[config.mk]
export PLATFORM = sky130hd
export DESIGN_NAME = crc16_frame_arbiter
export DESIGN_NICKNAME = d
export VERILOG_FILES = /design/src/rtl/crc16_frame_arbiter.sv
export SDC_FILE = /design/constraint.sdc
export NUM_CORES = 1
export LEC_CHECK = 0
export BUFFER_PORTS_ARGS = -buffer_cell sky130_fd_sc_hd__buf_4
export CELL_PAD_IN_SITES_DETAIL_PLACEMENT = 1
export CELL_PAD_IN_SITES_GLOBAL_PLACEMENT = 2
export CORE_MARGIN = 2
export CORE_UTILIZATION = 32
export CTS_BUF_LIST = sky130_fd_sc_hd__clkbuf_16
export DETAILED_ROUTE_END_ITERATION = 16
export PLACE_DENSITY_LB_ADDON = 0.1
export SYNTH_ARGS = -nofsm -noshare
export SYNTH_HDL_FRONTEND = slang
export SYNTH_SLANG_ARGS = --single-unit
[constraint.sdc]
create_clock -name clk -period 2.6 [get_ports clk]
set_input_delay 0.39 -clock clk [delete_from_list [all_inputs] [get_ports clk]]
set_output_delay 0.39 -clock clk [all_outputs]
set_load 0.05 [all_outputs]
[src/rtl/crc16_frame_arbiter.sv]
// Round-robin frame arbiter that shares one byte-wide CRC-16/BUYPASS engine and appends CRC[15:8], CRC[7:0].
// Optional per-requester frame counters are enabled by defining CRC16_ARB_FRAMECNT_EN.
module crc16_frame_arbiter #(
    parameter int N_REQ   = 4,
    parameter int MAX_LEN = 256
) (
    input  logic                     clk,
    input  logic                     rst_n,
    input  logic [N_REQ-1:0]         req_valid,
    input  logic [8*N_REQ-1:0]       req_data,
    input  logic [N_REQ-1:0]         req_last,
    output logic [N_REQ-1:0]         req_ready,
    output logic                     out_valid,
    output logic [7:0]               out_data,
    output logic                     out_last,
    input  logic                     out_ready,
    output logic [$clog2(N_REQ)-1:0] grant_id,
    output logic                     busy,
    output logic                     trunc_err
`ifdef CRC16_ARB_FRAMECNT_EN
    ,
    output logic [16*N_REQ-1:0]      frame_cnt
`endif
);

    localparam int GW = $clog2(N_REQ);
    localparam int CW = $clog2(MAX_LEN);

    typedef enum logic [1:0] {IDLE, DATA, CRC_HI, CRC_LO} state_t;

    state_t          state_q, state_d;
    logic [15:0]     crc_q, crc_d;
    logic [CW-1:0]   cnt_q, cnt_d;
    logic [GW-1:0]   grant_q, grant_d;
    logic [GW-1:0]   rr_q, rr_d;
    logic            trunc_q, trunc_d;
    logic [GW-1:0]   pick;
    logic            frame_done;

    // Poly 0x8005, MSB first, no reflection.
    function automatic logic [15:0] crc16_byte(input logic [15:0] crc, input logic [7:0] b);
        logic [15:0] c;
        c = crc ^ {b, 8'h00};
        for (int i = 0; i < 8; i++) begin
            c = c[15] ? ((c << 1) ^ 16'h8005) : (c << 1);
        end
        return c;
    endfunction

    function automatic logic [GW-1:0] arbitrate(input logic [N_REQ-1:0] valid, input logic [GW-1:0] ptr);
        logic [GW-1:0] sel;
        logic          found;
        int            idx;
        sel   = '0;
        found = 1'b0;
        for (int i = 0; i < N_REQ; i++) begin
            idx = (int'(ptr) + i) % N_REQ;
            if (!found && valid[idx]) begin
                found = 1'b1;
                sel   = GW'(idx);
            end
        end
        return sel;
    endfunction

    assign pick = arbitrate(req_valid, rr_q);

    // NOTE: every signal driven here gets a default first so no path leaves it unassigned (no latches).
    always_comb begin
        state_d    = state_q;
        crc_d      = crc_q;
        cnt_d      = cnt_q;
        grant_d    = grant_q;
        rr_d       = rr_q;
        trunc_d    = 1'b0;
        frame_done = 1'b0;
        req_ready  = '0;
        out_valid  = 1'b0;
        out_data   = 8'h00;
        out_last   = 1'b0;
        case (state_q)
            IDLE: begin
                if (|req_valid) begin
                    grant_d = pick;
                    crc_d   = 16'h0000;
                    cnt_d   = '0;
                    state_d = DATA;
                end
            end
            DATA: begin
                req_ready[grant_q] = out_ready;
                out_valid          = req_valid[grant_q];
                out_data           = req_data[8*grant_q +: 8];
                if (req_valid[grant_q] && out_ready) begin
                    crc_d = crc16_byte(crc_q, req_data[8*grant_q +: 8]);
                    cnt_d = cnt_q + 1'b1;
                    if (req_last[grant_q]) begin
                        state_d = CRC_HI;
                    end else if (cnt_q == CW'(MAX_LEN - 1)) begin
                        // Cut here; the rest of the stream competes again as a new frame.
                        state_d = CRC_HI;
                        trunc_d = 1'b1;
                    end
                end
            end
            CRC_HI: begin
                out_valid = 1'b1;
                out_data  = crc_q[15:8];
                if (out_ready) state_d = CRC_LO;
            end
            CRC_LO: begin
                out_valid = 1'b1;
                out_data  = crc_q[7:0];
                out_last  = 1'b1;
                if (out_ready) begin
                    state_d    = IDLE;
                    frame_done = 1'b1;
                    rr_d       = (grant_q == GW'(N_REQ - 1)) ? '0 : grant_q + 1'b1;
                end
            end
            default: state_d = IDLE;
        endcase
    end

    // NOTE: sequential state uses non-blocking assignments so all flops update together at the edge.
    always_ff @(posedge clk or negedge rst_n) begin
        if (!rst_n) begin
            state_q <= IDLE;
            crc_q   <= 16'h0000;
            cnt_q   <= '0;
            grant_q <= '0;
            rr_q    <= '0;
            trunc_q <= 1'b0;
        end else begin
            state_q <= state_d;
            crc_q   <= crc_d;
            cnt_q   <= cnt_d;
            grant_q <= grant_d;
            rr_q    <= rr_d;
            trunc_q <= trunc_d;
        end
    end

    assign grant_id  = grant_q;
    assign busy      = (state_q != IDLE);
    assign trunc_err = trunc_q;

`ifdef CRC16_ARB_FRAMECNT_EN
    logic [15:0] fcnt_q [N_REQ];
    logic [15:0] fcnt_d [N_REQ];

    always_comb begin
        for (int i = 0; i < N_REQ; i++) fcnt_d[i] = fcnt_q[i];
        if (frame_done) fcnt_d[grant_q] = fcnt_q[grant_q] + 16'd1;
    end

    always_ff @(posedge clk or negedge rst_n) begin
        if (!rst_n) begin
            for (int i = 0; i < N_REQ; i++) fcnt_q[i] <= 16'h0000;
        end else begin
            for (int i = 0; i < N_REQ; i++) fcnt_q[i] <= fcnt_d[i];
        end
    end

    always_comb begin
        for (int i = 0; i < N_REQ; i++) frame_cnt[16*i +: 16] = fcnt_q[i];
    end
`endif

endmodule

==> Word level (Yosys, flattened, before mapping) <==
Cells that the tools add are included.
{ "op_classes": {"addsub": 5, "n_mul": 0, "div": 0, "magnitude_cmp": 6, "eq_ne": 10, "shift": 1, "mux": 54, "bitwise_logic": 13, "reduce_logical": 20} }
{ "op_table": {"columns": ["cell", "count"], "rows": [
  ["16-bit 2-to-1 mux", 10],
  ["16-bit case mux with 2 select lines", 1],
  ["32-bit by 6-bit variable part select with 8-bit output", 1],
  ["3-bit NOT", 8],
  ["8-bit case mux with 3 select lines", 1],
  ["2-bit 2-to-1 mux", 11],
  ["1-bit 2-to-1 mux", 18],
  ["8-bit 2-to-1 mux", 2],
  ["8-bit case mux with 2 select lines", 1],
  ["16-bit bitwise XOR", 1],
  ["1-bit binary-select mux with 2-bit select", 6],
  ["3-bit by 4-bit less-than comparator with 1-bit output (second input constant)", 3],
  ["8-bit by 1-bit adder with 8-bit output (second input constant)", 1],
  ["8-bit == test (second input constant)", 1],
  ["2-bit inequality test (second input constant)", 4],
  ["2-bit case mux with 4 select lines", 1],
  ["2-bit OR reduction", 4],
  ["2-bit == test (second input constant)", 3],
  ["2-bit by 3-bit less-than comparator with 1-bit output (second input constant)", 2],
  ["1-bit logical AND", 5],
  ["5-bit AND reduction", 1],
  ["2-bit by 1-bit adder with 2-bit output (second input constant)", 2],
  ["2-bit adder (second input constant)", 2],
  ["4-bit bitwise AND", 1],
  ["other kinds (13)", 19]
]} }
{ "totals": {"regBits": 31, "latch_bits": 0, "mem_bits_rw": 0, "mem_bits_ro": 0, "inputBits": 43, "out_inout_bits": 18, "elab_cells": 115, "memories": 0} }

==> Longest topological paths before layout <==
{ "logic_depth": {"word_depth": 20, "depth_mapped": 9, "depth_no_buf": 7} }

==> Least setup slack after synthesis <==
Ideal clock, no wire load.
{ "synth_timing": {"path_type": "reg-to-reg", "from": "register grant_q[0], in the netlist grant_id[0]", "to": "register crc_q[15]", "setup_ns": 0.129, "t_arrival_ns": 2.498, "t_required_ns": 2.471, "path_slack_ns": -0.028, "path_stages_with_launch": 7, "n_path_buf": 0, "period_less_slack_ns": 2.628, "cell_sequence": "dfrtp_1 > mux4_1 > xnor2_1 > xnor2_1 > xnor3_2 > xnor2_1 > o21ai_1"} }
{ "synth_via": {"elab_chain_len": 13, "elab_cells_between_ends": 24, "classes_between": "eq/ne (1); shift (1); mux (12); bitwise (8); reduce/logical (2)"} }
{ "synth_rtl": {"columns": ["element", "line_no", "text"], "rows": [
  ["start, declared", "34", "logic [GW-1:0] grant_q, grant_d;"],
  ["start signal, assigned", "138", "grant_q <= grant_d;"],
  ["32-bit by 6-bit variable part select with 8-bit output", "95", "crc_d = crc16_byte(crc_q, req_data[8*grant_q +: 8]);"],
  ["16-bit bitwise XOR", "43", "c = crc ^ {b, 8'h00};"],
  ["16-bit 2-to-1 mux / 3-bit NOT (equally long branches) (6 in series)", null, null],
  ["3-bit NOT (no line) / 16-bit 2-to-1 mux (equally long branches)", null, null],
  ["16-bit 2-to-1 mux (2 in series)", "45", "c = c[15] ? ((c << 1) ^ 16'h8005) : (c << 1);"],
  ["16-bit 2-to-1 mux", "94", "if (req_valid[grant_q] && out_ready) begin"],
  ["16-bit case mux with 2 select lines", "81", "case (state_q)"],
  ["end signal, assigned", "136", "crc_q <= crc_d;"],
  ["end, declared", "32", "logic [15:0] crc_q, crc_d;"]
]} }
Several ways; a longest one is shown, not always the timed one. The select of a mux whose other input is x is not followed.
A chain may end at the register's enable or synchronous reset.

==> Final worst setup path <==
{ "layout_timing": {"from": "register grant_q[0], in the netlist grant_id[0]", "to": "output port out_data[5]"} }
{ "layout_via": {"elab_chain_len": 2} }
{ "layout_rtl": {"columns": ["element", "line_no", "text"], "rows": [
  ["32-bit by 6-bit variable part select with 8-bit output", "93", "out_data = req_data[8*grant_q +: 8];"],
  ["8-bit case mux with 3 select lines", "81", null],
  ["end, declared", "14", "output logic [7:0] out_data,"]
]} }
Every way passes these cells.

==> flow_summary.toml <==
[clocking]
cts-root-buf = "clkbuf_16"
h-tree-depth = 2
cts_buffers = 5
clk_pin_slew_worst_paths_ns = 0.05
cts.sinks = 31
cts_tree = "yes"
cts.path.max_buffers = 2
worstSkewPairLatency_ns = 0.28
postCtsSetupBuffers = 0

[drt]
wl_per_cell_um = 18.0
antenna_left = 0
postRouteWirelength_um = 6190
vias = 1799
drt-initial-drc-count = 66
first_pass_iters = 4
avgViaCountPerCell = 5.23
drcViolationCount = 0

[power]
p_leak_nw = 1.35
vdd_ir_drop_max_mv = 0.468
power_density_mw_per_mm2 = 1430
finalPower_mw = 4.12

[timing]
hold_violations = 0
slew_viol_final = 0
rsz0062_at_grt = "no"
clock_skew_ns = 0.00440
worst_pin_slew_ns = 0.595
relSlewSlack_pct = 60.3
fin_crit_sh_pct = 92.9
period_minus_slack_ns = 2.42
setup_tns_ns = 0
fin_ws_ns = 0.184
setup_viol_count_final = 0
max_freq_mhz = 414
whs_ns = 0.0533

[synthesis]
synth_top_area_share_pct = 35.9
ys_seq_elements = 31
synth_edf_count = 0
synth_flop_cell = "dfrtp_1"
syn_nets = 256
synthTopCellsByArea = "dfrtp_1, mux4_1, ha_1"
synth_cells = 203
synth_cell_types = 39
synth-simple-area-share_pct = 12.4
synth_top_cell_by_area = "dfrtp_1"
synth_compound_area_share_pct = 14.2
yosysWarnings = 0
postSynthAreaPerCell_um2 = 10.7
yosysSeqAreaShare_pct = 35.9
syn-cell-area_mm2 = 0.00216
synth_fa_ha_area_share_pct = 5.78
synth_top_family_by_area = "XOR/XNOR gates"
async_flop_share_pct = 100
synth_xor_area_share_pct = 14.5
synthMuxAreaShare_pct = 13.4

[layout]
final_nets = 319
syn2layout_area_growth_pct = 33.4
stdcell_area_mm2 = 0.00289
layoutNonFillerInstCount = 344
drive_above_1_share_pct = 33.7
num_antenna_cells = 0
fillers = 733
utilization_pct = 44.7

[global_routing]
antenna_found_initial = 0
gr-usage-all-layers_pct = 17.9
grt_pass1_vias = 1954
grt_first_pass_wirelength_um = 10200
grt_start_max_net_pins = 32
gr-total-overflow = 0

[setup_path]
ff2ff_path_depth = 6
reg2reg_to = "crc_q[1]"
worstSetupStartpointType = "register"
cp.arrival_ns = 2.03
setup.worst_path.class = "register to output pin"
crit_path_end_kind = "output pin"
crit_fanout = 7
worst-r2r-setup-slack_ns = 0.20
required_ns = 2.21
rr_startpoint = "grant_id[0]"

[die]
die_w_um = 86.2
io_pins = 61
start_util_pct = 33.5
die_area_mm2 = 0.00743
core_mm2 = 0.00646
rows = 29
chipHeight_um = 86.2

[place]
postPlaceCellArea_mm2 = 0.00272
dp_hpwl_um = 4560
place_ws_ns = 0.151
portBuffers = 60
place_inst = 336
gp_congestion = 0.723

[run]
maxCapViolCount = 0

[hold_path]
min_path_type = "input pin to async pin"

[status]
status = "finished, final reports clean"
## worst max path at each step
stage | start | end | slack, ns
CTS | grant_id[0] | crc_q[1] | 0.14
finish | grant_id[0] | out_data[5] | 0.18
global placement | grant_id[0] | crc_q[1] | 0.17
floorplan | grant_id[1] | crc_q[15] | 0.11
detailed placement | grant_id[0] | crc_q[1] | 0.15
global route | grant_id[0] | crc_q[7] | 0.01
## registers in the layout (all words and copies together), names as in the netlist
| name | flops |
|---|---|
| cnt_q | 8 |
| crc_q | 16 |
| grant_id | 2 |
| rr_q | 2 |
| state_q | 2 |
| trunc_err | 1 |
## cell usage after synthesis, types with 2 or more instances
cell       n
a222oi_1   8
nand2_1   20
mux4_1     6
clkbuf_1   7
mux4_2     4
ha_1      10
o21ai_1    2
nor2_1    17
mux2_2     2
and3_1     5
dfrtp_1   31
nand2b_1   2
nor3_1     3
xnor2_2    5
inv_1      7
xnor2_1   14
a21oi_1    6
xor2_1     4
a22o_1     7
o21ai_0   15
nand3_1    4
buf_2      3
mux2i_1    2
or3_1      4
## logic make-up after synthesis
logic type,count (synthesis)
flops,31
fa+ha+maj,10
mux,14
compound gates,44
simple gates,59
buf+inv,19
xor+xnor,26
## layer usage
layer | vias to the layer above | track usage [%] | share of wire, % | wire length (um)
li1 | 872 | - | - | -
met1 | 870 | 24.1 | 46 | 2870
met2 | 47 | 29.1 | 48 | 3000
met3 | 10 | 3.52 | 3.7 | 227
met4 | 0 | 5.97 | 1.6 | 102
met5 | - | 0 | 0 | 0
## worst max-delay path, stage by stage, from the launching register on
cell	delay [ns]
dfrtp_2	0.45
buf_4	0.18
mux4_2	0.54
a222oi_1	0.28
nor2_1	0.09
buf_4	0.21
## layout by cell type, fill, tap and decap left out, types with 2 or more instances in the layout
cell / count
xnor2_1: 14
o21ai_1: 2
o21ai_0: 15
a21oi_1: 6
buf_4: 68
nand2b_1: 2
mux4_2: 4
clkbuf_16: 5
nor2_1: 17
ha_1: 10
xnor2_2: 5
nand3_1: 4
nor3_1: 3
xor2_1: 3
mux2i_1: 2
dfrtp_1: 30
nand2_1: 20
inv_1: 7
mux2_2: 2
and3_1: 5
mux4_1: 6
a22o_1: 7
a222oi_1: 8
or3_1: 4
## cell type report
cell class | count | area (um2) | area share [%]
Clock buffer | 5 | 125 | 4.33
Timing Repair Buffer | 68 | 510 | 17.7
Sequential cell | 31 | 777 | 26.9
Tap cell | 77 | 96.3 | 3.34
Multi-Input combinational cell | 153 | 1310 | 45.5
Clock inverter | 3 | 38.8 | 1.34
Inverter | 7 | 26.3 | 0.910
## repair_timing
action / CTS / global route
setup endpoints to repair: 0 / 1
hold buffers: 0 / 0
gates resized for setup: 0 / 1
## power breakdown
part	switching [mW]	total, mW	internal (mW)
combinational	1.51	2.68	1.16
clock	0.224	0.671	0.447
sequential	0.155	0.773	0.618
Power figures use the tool's default switching activity.
